===== config.mk =====
export PLATFORM = sky130hd
export DESIGN_NAME = mem_port_arbiter
export DESIGN_NICKNAME = d
export VERILOG_FILES = /design/src/rtl/mem_port_arbiter.sv
export SDC_FILE = /design/constraint.sdc
export NUM_CORES = 1
export LEC_CHECK = 0
export CAP_MARGIN = 40
export CORE_AREA = 2 2 595 597
export CTS_BUF_LIST = sky130_fd_sc_hd__clkbuf_2
export DETAILED_ROUTE_END_ITERATION = 6
export DIE_AREA = 0 0 597 599
export GPL_TIMING_DRIVEN = 1
export PLACE_DENSITY = 0.3
export SLEW_MARGIN = 10
export SYNTH_ARGS = -nofsm -noshare
export SYNTH_HDL_FRONTEND = slang
export SYNTH_SLANG_ARGS = --single-unit

===== constraint.sdc =====
create_clock -name clk -period 5.25 [get_ports clk]
set_input_delay 0.7875 -clock clk [delete_from_list [all_inputs] [get_ports clk]]
set_output_delay 0.7875 -clock clk [all_outputs]
set_load 0.005 [all_outputs]

===== src/rtl/mem_port_arbiter.sv =====
// Arbitrates one downstream line-memory port between the I-side and D-side requesters.
// D wins by default; an I starvation counter forces an I grant once it saturates.
module mem_port_arbiter #(
  parameter int unsigned STARVE_LIMIT = 8
) (
  input  logic         clk,
  input  logic         rst_n,
  input  logic [31:0]  i_addr,
  input  logic         i_read,
  output logic [255:0] i_rdata,
  output logic         i_resp,
  input  logic [31:0]  d_addr,
  input  logic         d_read,
  input  logic         d_write,
  input  logic [255:0] d_wdata,
  output logic [255:0] d_rdata,
  output logic         d_resp,
  output logic [31:0]  mem_addr,
  output logic         mem_read,
  output logic         mem_write,
  output logic [255:0] mem_wdata,
  input  logic [255:0] mem_rdata,
  input  logic         mem_resp,
  input  logic [31:0]  mem_raddr,
  output logic [31:0]  stat_i_grants,
  output logic [31:0]  stat_d_grants,
  output logic [31:0]  stat_orphans,
  output logic [31:0]  stat_starve
);

  localparam int unsigned WCW = $clog2(STARVE_LIMIT + 1);

  typedef enum logic [1:0] {
    IDLE   = 2'd0,
    BUSY_I = 2'd1,
    BUSY_D = 2'd2
  } state_t;

  state_t         state_r, state_s;
  logic [31:0]    lat_addr_r;
  logic           lat_read_r;
  logic           lat_write_r;
  logic [255:0]   lat_wdata_r;
  logic [WCW-1:0] wait_cnt_r;
  logic [31:0]    stat_i_r, stat_d_r, stat_orph_r, stat_starve_r;

  logic d_req_s, starve_s, grant_d_s, grant_i_s, hit_s, owner_live_s;
  logic unused_raddr_s;

  assign d_req_s   = d_read | d_write;
  assign starve_s  = (wait_cnt_r >= WCW'(STARVE_LIMIT));
  assign grant_d_s = (state_r == IDLE) & d_req_s & ~(i_read & starve_s);
  assign grant_i_s = (state_r == IDLE) & ~grant_d_s & i_read;
  // Line tag compare: the low 5 bits address bytes within the 32-byte line.
  assign hit_s     = (state_r != IDLE) & mem_resp & (mem_raddr[31:5] == lat_addr_r[31:5]);
  assign unused_raddr_s = ^mem_raddr[4:0];

  assign stat_i_grants = stat_i_r;
  assign stat_d_grants = stat_d_r;
  assign stat_orphans  = stat_orph_r;
  assign stat_starve   = stat_starve_r;

  // Is the owner of the in-flight transaction still asking for it?
  always_comb begin
    owner_live_s = 1'b0;
    case (state_r)
      BUSY_I:  owner_live_s = i_read;
      BUSY_D:  owner_live_s = lat_write_r ? d_write : d_read;
      default: owner_live_s = 1'b0;
    endcase
  end

  // State register.
  always_ff @(posedge clk) begin
    if (!rst_n) state_r <= IDLE;
    else        state_r <= state_s;
  end

  // Next-state logic.
  always_comb begin
    state_s = state_r;
    case (state_r)
      IDLE: begin
        if (grant_d_s)      state_s = BUSY_D;
        else if (grant_i_s) state_s = BUSY_I;
        else                state_s = IDLE;
      end
      BUSY_I, BUSY_D: begin
        if (hit_s) state_s = IDLE;
        else       state_s = state_r;
      end
      default: state_s = IDLE;
    endcase
  end

  // Output decode: mem_* from the latched transaction, responses straight from mem_resp.
  always_comb begin
    mem_read  = (state_r != IDLE) & lat_read_r;
    mem_write = (state_r != IDLE) & lat_write_r;
    mem_addr  = (state_r != IDLE) ? lat_addr_r : 32'd0;
    mem_wdata = ((state_r == BUSY_D) & lat_write_r) ? lat_wdata_r : 256'd0;
    i_resp    = (state_r == BUSY_I) & hit_s & owner_live_s;
    d_resp    = (state_r == BUSY_D) & hit_s & owner_live_s;
    i_rdata   = i_resp ? mem_rdata : 256'd0;
    d_rdata   = (d_resp & lat_read_r) ? mem_rdata : 256'd0;
  end

  // Transaction latch; a D request with both read and write set becomes a write.
  always_ff @(posedge clk) begin
    if (!rst_n) begin
      lat_addr_r  <= 32'd0;
      lat_read_r  <= 1'b0;
      lat_write_r <= 1'b0;
      lat_wdata_r <= 256'd0;
    end else if (grant_d_s) begin
      lat_addr_r  <= d_addr;
      lat_read_r  <= ~d_write;
      lat_write_r <= d_write;
      lat_wdata_r <= d_wdata;
    end else if (grant_i_s) begin
      lat_addr_r  <= i_addr;
      lat_read_r  <= 1'b1;
      lat_write_r <= 1'b0;
      lat_wdata_r <= 256'd0;
    end else begin
      lat_addr_r  <= lat_addr_r;
      lat_read_r  <= lat_read_r;
      lat_write_r <= lat_write_r;
      lat_wdata_r <= lat_wdata_r;
    end
  end

  // I starvation counter, saturating at STARVE_LIMIT.
  always_ff @(posedge clk) begin
    if (!rst_n)                                           wait_cnt_r <= '0;
    else if (!i_read || grant_i_s)                        wait_cnt_r <= '0;
    else if (state_r != BUSY_I && !starve_s)              wait_cnt_r <= wait_cnt_r + WCW'(1);
    else                                                  wait_cnt_r <= wait_cnt_r;
  end

  // Statistics counters, wrapping modulo 2^32.
  always_ff @(posedge clk) begin
    if (!rst_n) begin
      stat_i_r      <= 32'd0;
      stat_d_r      <= 32'd0;
      stat_orph_r   <= 32'd0;
      stat_starve_r <= 32'd0;
    end else begin
      stat_i_r      <= stat_i_r + {31'd0, grant_i_s};
      stat_d_r      <= stat_d_r + {31'd0, grant_d_s};
      stat_orph_r   <= stat_orph_r + {31'd0, hit_s & ~owner_live_s};
      stat_starve_r <= stat_starve_r + {31'd0, grant_i_s & d_req_s & starve_s};
    end
  end

endmodule


### Word-level counts from Yosys, hierarchy flattened

Cells that the tools add are included.

| storage, ports and cells | value |
|---|---|
| register bits | 424 |
| memory bits (read-only) | 0 |
| output and inout port bits | 932 |
| bits in latches | 0 |
| memory bits (writable) | 0 |
| input port bits | 614 |
| memories | 0 |
| logic and storage cells | 72 |

| cells by class | value |
|---|---|
| shift-type cells | 0 |
| eq/ne operators | 5 |
| reductions and logical operators | 9 |
| add/sub/neg operators | 5 |
| multiplexer cells | 18 |
| $lt $le $gt $ge | 1 |
| div/mod/pow operators | 0 |
| $mul | 0 |
| bitwise gates (word level) | 24 |

Operator list:

| kind | number |
|---|---|
| $mux 256 | 5 |
| $add 32x1->32 | 4 |
| $mux 32 | 3 |
| $eq 27x27->1 | 1 |
| $and 1x1->1 | 18 |
| $mux 1 | 6 |
| $not 1->1 | 5 |
| $add 4x1->4 const B | 1 |
| $ge 4x4->1 const B | 1 |
| $mux 2 | 2 |
| $pmux 2 s2 | 1 |
| $reduce_bool 2->1 | 2 |
| $reduce_or 2->1 | 2 |
| $eq 2x1->1 const B | 1 |
| $eq 2x2->1 const B | 1 |
| $logic_not 1->1 | 2 |
| $logic_not 2->1 | 1 |
| $ne 2x1->1 const B | 1 |
| $ne 2x2->1 const B | 1 |
| $pmux 1 s2 | 1 |
| $logic_and 1x1->1 | 1 |
| $logic_or 1x1->1 | 1 |
| $or 1x1->1 | 1 |

### Longest topological paths before layout

Gate-level depths: netlist (run 1).

| logic depth | value |
|---|---|
| word-level depth | 10 |
| mapped depth | 14 |
| depth with buffers taken out | 13 |

### Worst setup path after synthesis (run 1)

Ideal clock, no wire load.

| timing path | value |
|---|---|
| path kind | in2reg |
| start | input port d_write |
| end | register stat_d_r[26] (netlist: stat_d_grants[26]) |
| stages on the path | 13 |
| data required time | 5.180 ns |
| slack | 1.760 ns |
| path buffers | 3 |
| library setup time | 0.070 ns |
| data arrival time | 3.420 ns |
| cells stage by stage | or2_2 > clkbuf_1 > nand3_1 > inv_1 > clkbuf_1 > clkbuf_1 > ha_1 > ha_1 > inv_1 > nor3_2 > nand3_1 > or3_1 > a21oi_1 |

| on the way | value |
|---|---|
| cells in the longest elaborated chain, start to end | 4 |

Ends and longest elaborated chain:

| item | RTL line | text |
|---|---|---|
| from (decl) | 14 | `input logic d_write,` |
| $or 1x1->1 | 50 | `assign d_req_s = d_read \| d_write;` |
| $and 1x1->1 (2 in a row) | 52 | `assign grant_d_s = (state_r == IDLE) & d_req_s & ~(i_read & starve_s);` |
| $add 32x1->32 | 150 | `stat_d_r <= stat_d_r + {31'd0, grant_d_s};` |
| to (signal assigned) | 150 |  |
| to (decl) | 45 | `logic [31:0] stat_i_r, stat_d_r, stat_orph_r, stat_starve_r;` |

Every way passes these cells.
A chain may end at the register's enable or synchronous reset.

### Final worst setup path (run 1)

| timing path | value |
|---|---|
| start | register lat_addr_r[15] |
| end | output port i_rdata[124] |

| on the way | value |
|---|---|
| cells in the longest elaborated chain, start to end | 5 |

Ends and longest elaborated chain:

| item | RTL line | text |
|---|---|---|
| from (decl) | 40 | `logic [31:0] lat_addr_r;` |
| from (signal assigned) | 116 | `lat_addr_r <= d_addr;` |
| from (signal assigned) | 121 | `lat_addr_r <= i_addr;` |
| from (signal assigned) | 126 | `lat_addr_r <= lat_addr_r;` |
| $eq 27x27->1 | 55 | `assign hit_s = (state_r != IDLE) & mem_resp & (mem_raddr[31:5] == lat_addr_r[31:5]);` |
| $and 1x1->1 | 55 |  |
| $and 1x1->1 (2 in a row) | 102 | `i_resp = (state_r == BUSY_I) & hit_s & owner_live_s;` |
| $mux 256 | 104 | `i_rdata = i_resp ? mem_rdata : 256'd0;` |
| to (decl) | 10 | `output logic [255:0] i_rdata,` |

Every way passes these cells.

==> results of run 1 <==
synth_stat cells (all sizes together) (11+ instances only):
cell type | instances | area share, %
inv | 22 | 0.38
nand3 | 44 | 1.0
nor4 | 25 | 0.81
nor2b | 36 | 1.0
dfxtp | 424 | 39
nand4 | 28 | 0.83
and4 | 11 | 0.44
buf | 38 | 1.9
o21ai | 17 | 0.39
nor2 | 399 | 6.9
a311oi | 32 | 1.3
nand2 | 110 | 1.9
a21oi | 17 | 0.39
xor2 | 66 | 2.6
and2 | 531 | 15
xnor2 | 65 | 2.6
and3 | 270 | 7.7
ha | 13 | 0.75
or3 | 17 | 0.49
clkbuf | 210 | 3.8
nor3 | 27 | 0.67
a22oi | 258 | 8.9
final timing paths:
check                    from                end  slack, ps  cells after the start
min                i_addr[17]     lat_addr_r[17]        420                      4
max reg2reg        state_r[1]  stat_i_grants[30]       1740                     12
min reg2reg  stat_orphans[31]   stat_orphans[31]        490                      2
max            lat_addr_r[15]       i_rdata[124]        160                     15
kinds of logic after synthesis:
family          Yosys count  synth area share, %
buf+inv                 270                 6.10
compound gates          331                 11.2
mux                       4                0.189
xor+xnor                131                 5.26
flops                   424                 38.9
fa+ha+maj                13                0.745
simple gates           1514                 37.6
layer usage:
metal / up-vias / track usage [%] / part of all wire, %
met4: 38 / 7.04 / 5.2
li1: 13400 / - / -
met1: 14100 / 13.6 / 32
met2: 1449 / 27.7 / 52
met3: 406 / 6.78 / 10
met5: - / 0 / 0.096
worst max-delay path, delay by kind of cell, from the launching register on:
family                 cells  cell delay [ps]
XOR/XNOR                   1              200
buffers and inverters     10             1330
flip-flops                 1              360
AND/OR/NAND/NOR            4              870
what timing repair did:
action | 4_1_cts | 5_1_grt
endpoints found under the setup margin | 567 | 431
endpoints found under the hold margin | 312 | 0
cloned | 48 | 1
pin swaps | 10 | 4
buffers inserted | 147 | 10
hold buffers | 341 | 0
gates resized for setup | 1639 | 147
power by group through the flow:
stage | combinational (W) | sequential (W) | clock [W]
after floorplan | 0.00197 | 0.00398 | 0
after global placement | 0.00384 | 0.00421 | 0
after detailed placement | 0.00387 | 0.00422 | 0
after CTS | 0.00441 | 0.00414 | 0.00336
after global routing | 0.00471 | 0.00418 | 0.00348
final | 0.00433 | 0.00412 | 0.00310
sequential cells by signal (all words and copies together) (netlist names):
register       flops
lat_addr_r        32
state_r            2
stat_d_grants     32
lat_write_r        1
wait_cnt_r         4
stat_orphans      32
stat_starve       32
lat_wdata_r      256
lat_read_r         1
stat_i_grants     32
through the flow:
step,hold slack [ps],cells
2_1_floorplan,455,2687
3_3_place_gp,464,8684
3_5_place_dp,474,8686
4_1_cts,12.7,9468
5_1_grt,136,9525
6_report,417,9535
final cells by class:
cell class | count | share of cell area (%)
Inverter | 22 | 0.188
Antenna cell | 57 | 0.275
Multi-Input combinational cell | 1993 | 24.3
Sequential cell | 424 | 16.4
Tap cell | 4620 | 11.2
Clock inverter | 26 | 0.241
Timing Repair Buffer | 2156 | 45.1
Clock buffer | 237 | 2.29
==> impl_metrics.toml, run 1 <==
[outcome]
outcome = "complete, no violations"

[logic_synthesis]
yosysSeqAreaShare_pct = 38.9
synth_cells = 2687
synth_edf_count = 0
syn_avg_cell_area_um2 = 8.12
synthArstFlopShare_pct = 0
yosysWarnings = 0
ys_ff_latch = 424
ys.flop_type = "dfxtp_1"
synthDistinctLibCells = 49
synth_nets = 3314
syn_area_um2 = 21800

[pwr]
powerDensity_nw_per_um2 = 223
switchingPower_w = 0.00483
leakagePower_nw = 20.9
seqPwrFrac_pct = 35.7
irDropWorstVdd_v = 0.000315
internal-power_w = 0.00673
pwr-share-comb_pct = 37.5
switching_share_pct = 41.8
p_total_w = 0.0116
power_frac_clock_pct = 26.8

[floorplan]
coreArea_um2 = 351000
ios = 1546
row_count = 218
die_w_um = 597
start_util_pct = 6.21
die_h_um = 599
die_area_um2 = 358000

[layout]
drive_gt1_share_pct = 24.7
fin_area_um2 = 51800
layout_commonest_cell = "clkdlybuf4s50_1"
regArea_um2 = 8510
area_delta_synth_final_pct = 137
multiInputGateArea_um2 = 12600
fin_util_pct = 14.7
nFillCells = 40100
final_cell_mix = "1,036 x clkdlybuf4s50_1, 413 x dfxtp_1, 399 x nor2_1"
nNetsFinal = 5379

[place]
portBuffers = 1540
pre_cts_slack_ps = 318
placed_cell_area_um2 = 43900
gp_congestion = 0.936
dp_hpwl_um = 229000

[global_route]
grt_pass1_wl_um = 343000
grt_max_degree = 170
grt_antenna_before_repair = 117
grt-ovfl-total = 0
grt_pass1_vias = 30200
grt.total_usage_pct = 14.9

[worst_hold_path]
hp-class = "in2reg"

[cts]
cts_inserted_buffers = 155
cts_tree = "done"
root_buffer = "clkbuf_2"
cts.path.max_buffers = 4
cts_htree_levels = 4
clk_pin_slew_worst_paths_ps = 120
cts_num_sinks = 424
worst_skew_pair.late_latency_ps = 1490

[critical_path]
worstPathCellList = "xor2_1, nor4_4, nand4_2, buf_6, nor4b_4, buf_12, buf_16, buf_12, buf_12, buf_6, buf_12, buf_4, buf_16, and2_1, clkdlybuf4s15_2"
crit_slowest_cell = "dfxtp_1"
arrival_ps = 4300
worstSetupPathType = "reg2out"
start_kind = "flip-flop"
cp_max_fo = 5
slowest_delay_ps = 360
required_ps = 4460
cpMostUsedCell = "buf_12"
critPathCaptureType = "output port"

[sta]
max_freq_mhz = 196
worst_pin_slew_ps = 917
setup_viol = 0
setup_ws_ps = 158
hold_viol = 0
layout_worst_path_cycle_share_pct = 97.0
final_max_slew_viol_count = 0
fin_crit_ps = 5090
finClkSkew_ps = 146
final.setup.tns_ps = 0
rsz0062_at_grt = "yes"
slew_headroom_pct = 38.9

[drt]
drc = 0
wirelength_um = 278000
ant_nets = 0
drt-pass1-iter-count = 5
vias = 29400
drtIter0Drc = 1215
wl_per_cell_um = 29.2
viasPerCell = 3.08

[job]
drv_cap = 0
Power figures use the tool's default switching activity.
==> run 2: changes to the inputs <==
CAP_MARGIN = 25   (was 40)
CORE_AREA = 3 3 602 604   (was 2 2 595 597)
DIE_AREA = 0 0 605 607   (was 0 0 597 599)
clock period = 4.9 ns   (was 5.25 ns; I/O delays follow)
==> run 2 against run 1 <==
Net effect: the flow now finishes with violations (setup timing); sequential power is 5.6% higher; combinational power is 7.6% higher; register-to-register slack worse by 900 ps; clock skew up 120 ps; setup slack got worse by 400 ps; global-route usage down 2.2 points; highest routed layer unchanged; non-clock buffer count is 2 higher; cell count up 1.3%; critical path depth is 3 lower; clock-buffer cell count shrank 11; cell area shrank 2.0%.
==> impl_metrics.toml, run 2 (synthesis results as in run 1) <==
[floorplan]
start_util_pct = 6.09
row_count = 220
coreArea_um2 = 358000
ios = 1546
die_w_um = 605
die_h_um = 607
die_area_um2 = 367000

[sta]
slew_headroom_pct = 23.1
rsz0062_at_grt = "yes"
final_max_slew_viol_count = 0
hold_viol = 0
worst_pin_slew_ps = 1150
max_freq_mhz = 195
setup_ws_ps = -240
fin_crit_ps = 5140
final.setup.tns_ps = -28950
setup_viol = 276
layout_worst_path_cycle_share_pct = 105
finClkSkew_ps = 262

[cts]
clk_pin_slew_worst_paths_ps = 100
cts_tree = "done"
root_buffer = "clkbuf_2"
cts_num_sinks = 424
worst_skew_pair.late_latency_ps = 1500
cts_inserted_buffers = 151
cts.path.max_buffers = 4
cts_htree_levels = 4

[critical_path]
slowest_delay_ps = 520
crit_slowest_cell = "clkdlybuf4s50_1"
cp_max_fo = 11
start_kind = "flip-flop"
cpMostUsedCell = "buf_6"
worstSetupPathType = "reg2out"
arrival_ps = 4410
required_ps = 4160
worstPathCellList = "xor2_1, nor4_2, buf_4, nand4_4, buf_6, buf_6, nor4_4, buf_12, buf_16, clkbuf_16, and2_1, clkdlybuf4s50_1"
critPathCaptureType = "output port"

[global_route]
grt.total_usage_pct = 12.7
grtUsageMet3_pct = 3.95
top_usage_layer = "met2"
grt-ovfl-total = 0
grtUsageMet2_pct = 24.0
grt_pass1_wl_um = 308000
grt_antenna_before_repair = 114
grt_pass1_vias = 29200
grt_util_met1_pct = 12.7
grt_max_degree = 138

[drt]
vias = 29200
wirelength_um = 249000
drc = 0
drt-pass1-iter-count = 5
wl_per_cell_um = 25.8
drtIter0Drc = 1806
viasPerCell = 3.02
ant_nets = 0

[layout]
multiInputGateArea_um2 = 12300
final_cell_mix = "1,137 x clkdlybuf4s50_1, 439 x and2_1, 419 x dfxtp_1"
regMostFlops = "lat_wdata_r"
regArea_um2 = 8500
nFillCells = 41000
nNetsFinal = 5377
area_delta_synth_final_pct = 133
drive_gt1_share_pct = 19.6
fin_area_um2 = 50800
largest_reg_flops = 256
layout_commonest_cell = "clkdlybuf4s50_1"

[place]
portBuffers = 1540
gp_congestion = 0.910
pre_cts_slack_ps = -44.4
dp_hpwl_um = 199000
placed_cell_area_um2 = 43300

[outcome]
outcome = "complete, but fails checks"
violations = "setup timing"

[worst_hold_path]
hp-class = "in2reg"

[pwr]
powerDensity_nw_per_um2 = 245
leakagePower_nw = 20.2
irDropWorstVdd_v = 0.000226

[job]
drv_cap = 0
[run 2: final timing paths]
path         slack [ps]               from                 to  cells past startpoint
max                -240     lat_addr_r[19]       d_rdata[185]                     12
max reg2reg         840         state_r[0]   lat_wdata_r[237]                      9
min                 430         i_addr[21]     lat_addr_r[21]                      4
min reg2reg         480  stat_d_grants[17]  stat_d_grants[18]                      3
[run 2: power breakdown]
part	leakage (nW)	internal [W]	switching, W
combinational	15.7	0.00193	0.00273
sequential	3.48	0.00399	0.000356
clock	1.03	0.00142	0.00201
total	20.2	0.00734	0.00509
[run 2: metrics by stage]
stage                     hold WS, ps  std cells  util [%]  total power (W)
after floorplan                   455       2687         -          0.00638
after global placement            463       8842      12.1          0.00862
after detailed placement          472       8842      12.1          0.00863
after CTS                        3.99       9578      14.0           0.0129
after global routing              157       9640      14.2           0.0134
final                             432       9661      14.2           0.0124
[run 2: timing repair]
action / 4_1_cts / 5_1_grt
resized for setup: 919 / 333
cloned: 23 / 11
endpoints found under the setup margin: 741 / 648
setup buffers: 85 / 30
hold endpoints to repair: 303 / 0
pin swaps: 12 / 5
hold buffers: 384 / 0
[run 2: per-layer routing]
metal	vias up	part of all wire, %
met2	1314	53
met1	14100	35
li1	13400	-
met5	-	0.080
met4	30	4.5
met3	385	7.4
[run 2: critical path: cells and delay by family (launching register included)]
kind,cells,cell delay (ps)
DFF,1,340
xor gates and xnor gates,1,180
buffers and inverters,7,1520
and+or+nand+nor,4,810
[run 2: final cells by class]
type / count / area share (%)
diodes: 47 / 0.232
clock buffers: 226 / 2.23
clock inverters: 18 / 0.374
inverters: 22 / 0.192
multi-input cells: 1993 / 24.3
flip-flops and latches: 424 / 16.7
well taps: 4773 / 11.8
repair buffers: 2158 / 44.2
